--- src/rtl/alu_writeback_sequencer_pkg.sv ---
// Shared constants and FSM encoding for the ALU writeback sequencer.
// Opcode/function values mirror the ALU decode so dual-result ops are recognised identically.
package alu_writeback_sequencer_pkg;

  localparam logic [3:0] OP_RTYPE = 4'd0;
  localparam logic [3:0] FN_MUL   = 4'd4;
  localparam logic [3:0] FN_DIV   = 4'd5;

  localparam logic [1:0] EXC_NONE = 2'b00;
  localparam logic [1:0] EXC_OVF  = 2'b01;
  localparam logic [1:0] EXC_DBZ  = 2'b10;

  typedef enum logic [1:0] {
    ST_RUN   = 2'd0,
    ST_WR_HI = 2'd1,
    ST_EXC   = 2'd2
  } wb_state_e;

  // Multiply and divide return a second result that needs its own write slot.
  function automatic logic is_dual_result(input logic [3:0] op, input logic [3:0] func);
    return (op == OP_RTYPE) && ((func == FN_MUL) || (func == FN_DIV));
  endfunction

endpackage

--- src/rtl/alu_writeback_sequencer.sv ---
// Writeback stage: turns ALU result bundles into register-file writes, splits
// dual-result ops into two writes and holds ALU exceptions until acknowledged.
module alu_writeback_sequencer
  import alu_writeback_sequencer_pkg::*;
#(
  parameter int DATA_W = 16,
  parameter int REG_AW = 4,
  parameter int HI_REG = 15
) (
  input  logic              clk,
  input  logic              rst,
  input  logic              in_valid,
  output logic              in_ready,
  input  logic [3:0]        in_op,
  input  logic [3:0]        in_func,
  input  logic [REG_AW-1:0] in_rd,
  input  logic              in_wen,
  input  logic [DATA_W-1:0] in_res1,
  input  logic [DATA_W-1:0] in_res2,
  input  logic              in_ovf,
  input  logic              in_dbz,
  output logic              rf_we,
  output logic [REG_AW-1:0] rf_waddr,
  output logic [DATA_W-1:0] rf_wdata,
  output logic              exc_valid,
  output logic [1:0]        exc_cause,
  input  logic              exc_ack,
  output logic [15:0]       wb_count
);

  localparam logic [REG_AW-1:0] HI_ADDR = REG_AW'(HI_REG);

  wb_state_e         state_r;
  wb_state_e         next_state_s;
  logic [DATA_W-1:0] res2_r;
  logic [DATA_W-1:0] res2_s;
  logic              we_s;
  logic [REG_AW-1:0] waddr_s;
  logic [DATA_W-1:0] wdata_s;
  logic              exc_valid_s;
  logic [1:0]        exc_cause_s;
  logic              accept_s;

  assign in_ready = (state_r == ST_RUN);
  assign accept_s = in_valid && in_ready;

  // Next-state and next-output decode; address/data hold their last value when idle.
  always_comb begin
    next_state_s = state_r;
    res2_s       = res2_r;
    we_s         = 1'b0;
    waddr_s      = rf_waddr;
    wdata_s      = rf_wdata;
    exc_valid_s  = exc_valid;
    exc_cause_s  = exc_cause;
    case (state_r)
      ST_RUN: begin
        if (!accept_s) begin
          next_state_s = ST_RUN;
        end else if (in_dbz) begin
          exc_valid_s  = 1'b1;
          exc_cause_s  = EXC_DBZ;
          next_state_s = ST_EXC;
        end else if (in_ovf) begin
          exc_valid_s  = 1'b1;
          exc_cause_s  = EXC_OVF;
          next_state_s = ST_EXC;
        end else if (is_dual_result(in_op, in_func)) begin
          we_s         = 1'b1;
          waddr_s      = in_rd;
          wdata_s      = in_res1;
          res2_s       = in_res2;
          next_state_s = ST_WR_HI;
        end else if (in_wen) begin
          we_s         = 1'b1;
          waddr_s      = in_rd;
          wdata_s      = in_res1;
        end else begin
          next_state_s = ST_RUN;
        end
      end
      ST_WR_HI: begin
        we_s         = 1'b1;
        waddr_s      = HI_ADDR;
        wdata_s      = res2_r;
        next_state_s = ST_RUN;
      end
      ST_EXC: begin
        if (exc_ack) begin
          exc_valid_s  = 1'b0;
          exc_cause_s  = EXC_NONE;
          next_state_s = ST_RUN;
        end else begin
          exc_valid_s  = 1'b1;
        end
      end
      default: begin
        exc_valid_s  = 1'b0;
        exc_cause_s  = EXC_NONE;
        next_state_s = ST_RUN;
      end
    endcase
  end

  // State, latched high result and all registered outputs.
  always_ff @(posedge clk or posedge rst) begin
    if (rst) begin
      state_r   <= ST_RUN;
      res2_r    <= '0;
      rf_we     <= 1'b0;
      rf_waddr  <= '0;
      rf_wdata  <= '0;
      exc_valid <= 1'b0;
      exc_cause <= EXC_NONE;
      wb_count  <= 16'd0;
    end else begin
      state_r   <= next_state_s;
      res2_r    <= res2_s;
      rf_we     <= we_s;
      rf_waddr  <= waddr_s;
      rf_wdata  <= wdata_s;
      exc_valid <= exc_valid_s;
      exc_cause <= exc_cause_s;
      wb_count  <= we_s ? (wb_count + 16'd1) : wb_count;
    end
  end

endmodule

--- config.mk ---
export PLATFORM = sky130hd
export DESIGN_NAME = alu_writeback_sequencer
export DESIGN_NICKNAME = d
export VERILOG_FILES = /design/src/rtl/alu_writeback_sequencer_pkg.sv /design/src/rtl/alu_writeback_sequencer.sv
export SDC_FILE = /design/constraint.sdc
export NUM_CORES = 1
export LEC_CHECK = 0
export ABC_AREA = 1
export BUFFER_PORTS_ARGS = -buffer_cell sky130_fd_sc_hd__buf_2
export CORE_ASPECT_RATIO = 0.7
export CORE_MARGIN = 10
export CORE_UTILIZATION = 50
export DETAILED_ROUTE_END_ITERATION = 6
export PLACE_DENSITY = 0.78
export SLEW_MARGIN = 20
export SYNTH_ARGS = -nofsm -noshare
export SYNTH_HDL_FRONTEND = slang
export SYNTH_SLANG_ARGS = --single-unit
--- constraint.sdc ---
create_clock -name clk -period 4.1 [get_ports clk]
set_input_delay 0 -clock clk [delete_from_list [all_inputs] [get_ports clk]]
set_output_delay 0 -clock clk [all_outputs]
set_load 0.05 [all_outputs]
==> reports/results.ini <==
[drt]
num_vias=2871
drtIter0Drc=154
viasPerCell=4.916
post-route-drc-count=0
postRouteWirelength_um=7970
wirelength_met1_um=3587
ant_nets=0
dr.pass1.iters=4
wl_met2_um=3701
wire_per_inst_um=13.65
dr_wl_met3_um=602
top_layer=met4

[logic_synthesis]
synth_xor_area_share_pct=2.068
synth_compound_area_share_pct=2.997
synthAdderAreaFrac_pct=0.4221
synth_mux_area_share_pct=3.799
syn_avg_cell_area_um2=7.800
ys_seq_area_share_pct=48.97
ys_ff_latch=58
synth_top_family_by_area=simple AND/OR/NAND/NOR gates
synth-simple-area-share_pct=34.11
synth_cell_types=24
synthesis.nets=432
syn_area_um2=2964
synthCells=380
ys_warn_count=0

[floorplan]
die_area_um2=9457
initial_utilization_pct=51.76
rows=23
num_io_pins=92
die_h_um=84.42
core_area_um2=5727
die_w_um=112.0

[job]
drv_cap=0

[sta]
worst_slew_pin_slew_ns=0.7790
layout_min_cycle_time_ns=2.052
rsz0062_at_grt=no
period_share_pct=50.04
skew_ns=0.004583
hold_viol=0
setup_slack_ns=2.048
finalSetupTns_ns=0
maxSlewViolCount=0
fmax_mhz=487.4
max-slew-margin-rel_pct=47.88
setup_viol_count_final=0

[setup_path]
critPathRequiredTime_ns=4.36
r2r_end=rf_wdata[15]
cp-end-kind=register
cp_max_fo=37
max_stage_delay_ns=0.56
rr_startpoint=state_r[1]
slowest_stage=nand2_4
worstRegToRegCells=5
crit_chain=nor3b_2 -> nand2_2 -> nand2_4 -> nand2_1 -> nand2_1
arrival_ns=2.31
crit_type=register to register
startpoint_type=register
cp_common_cell=nand2_1
r2r_slack_ns=2.05

[grt]
antenna_found_initial=0
overflow=0
grt_use_total_pct=17.36
grt_pass1_vias=2982
grt_pass1_wl_um=13840
grt_max_degree=63

[clock_network]
cts.sinks=58
h-tree-depth=3
ctsLongestPathBuffers=2
clock_latency_ns=0.33
numCtsBuffers=9
cts_setup_buffers=0
cts_tree=built
cts_root_buf=clkbuf_8
clk_pin_slew_ns=0.06

[power]
p_leak_nw=2.203
ir_drop_mv=0.3432
total_power_mw=1.739
power_density_nw_per_um2=439.0

[layout]
fill_cells=472
fin_cells=584
area_delta_synth_final_pct=33.69
layout_common_cells=160 x nand2_1, 90 x buf_2, 58 x dfrtp_1
final_common_cell=nand2_1
num-nets-final=556
antenna_cells=0
drive_gt1_share_pct=24.17

[placement]
place_ws_ns=2.081
dp_cells=531
io_buffers=90
globalplace.congestion=0.8073
place_hpwl_um=5268

[min_path]
hold_depth=4
hp-start=in_res1[3]
hold_path_class=primary input to register
hold_path_end=rf_wdata[3]

[outcome]
status=completed

==> metrics by stage <==
step / utilization, % / hold slack, ns / cell area, µm²
global placement: 59.54 / 0.1944 / 3410
CTS: 69.19 / 0.001012 / 3963
floorplan: - / 0.1096 / 2964
global route: 69.19 / 0.02517 / 3963
detailed placement: 59.54 / 0.1975 / 3410
finish: 69.19 / 0.008574 / 3963
==> worst max-delay path by stage <==
stage	slack [ns]	start	end	cells after the start
final	2.05	state_r[1]	rf_wdata[15]	5
after global routing	1.82	in_dbz	rf_wdata[15]	9
after CTS	2.07	state_r[1]	rf_wdata[4]	5
after detailed placement	2.08	state_r[1]	rf_wdata[3]	5
after global placement	2.16	state_r[1]	rf_wdata[2]	5
after floorplan	2.39	wb_count[0]	wb_count[10]	8
==> registers in the layout, indices dropped and copies added, names as in the netlist <==
name	cells
rf_waddr	4
res2_r	16
exc_cause	2
exc_valid	1
rf_wdata	16
state_r	2
wb_count	16
rf_we	1
==> routing by layer <==
metal / track usage, % / vias up
met1: 20.19 / 1344
met2: 29.04 / 66
met3: 7.392 / 10
met5: 0 / -
met4: 4.253 / 0
li1: - / 1451
==> layout make-up <==
cell class | instances | area [µm²] | area share (%)
Clock buffer | 14 | 172.7 | 4.357
Tap cell | 75 | 93.84 | 2.368
Clock inverter | 2 | 10.01 | 0.2526
Inverter | 32 | 120.1 | 3.031
Timing Repair Buffer | 128 | 828.3 | 20.90
Sequential cell | 58 | 1451 | 36.63
Multi-Input combinational cell | 275 | 1286 | 32.46
==> repair_timing <==
action / 4_1_cts / 5_1_grt
endpoints found under the hold margin: 94 / 0
resized for setup: 0 / 0
hold buffers: 37 / 0
setup endpoints to repair: 0 / 0
==> cells in the mapped netlist, drive strengths merged <==
cell      n  area (µm²)
buf      14       102.6
clkbuf    1       3.750
dfrtp    58        1451
ha        1       12.51
inv      32       120.1
mux2     10       112.6
nand2   164       635.6
nand3    46       230.2
nand3b    1       7.510
nand4     7       43.79
nor2     21       81.33
nor3b     1       12.51
o21ai    16       80.08
o22a      1       8.760
xnor2     2       17.52
xor2      5       43.79
==> power breakdown <==
| part | internal, mW | switching (mW) | total, mW |
|---|---|---|---|
| sequential | 0.652 | 0.0570 | 0.709 |
| combinational | 0.149 | 0.402 | 0.551 |
| clock | 0.267 | 0.212 | 0.480 |
==> critical path, delay by kind of cell, from the launching register on <==
kind             cells  cell delay, ns
DFF                  1            0.44
and+or+nand+nor      5            1.51
==> cells by family (layout without fill, tap and decap cells) <==
family | after synthesis | after routing
compound gates | 17 | 17
xor+xnor | 7 | 7
fa+ha+maj | 1 | 1
buf+inv | 47 | 176
flops | 58 | 58
mux | 10 | 10
simple gates | 240 | 240
Note: power is estimated with default switching activity, not from simulation.
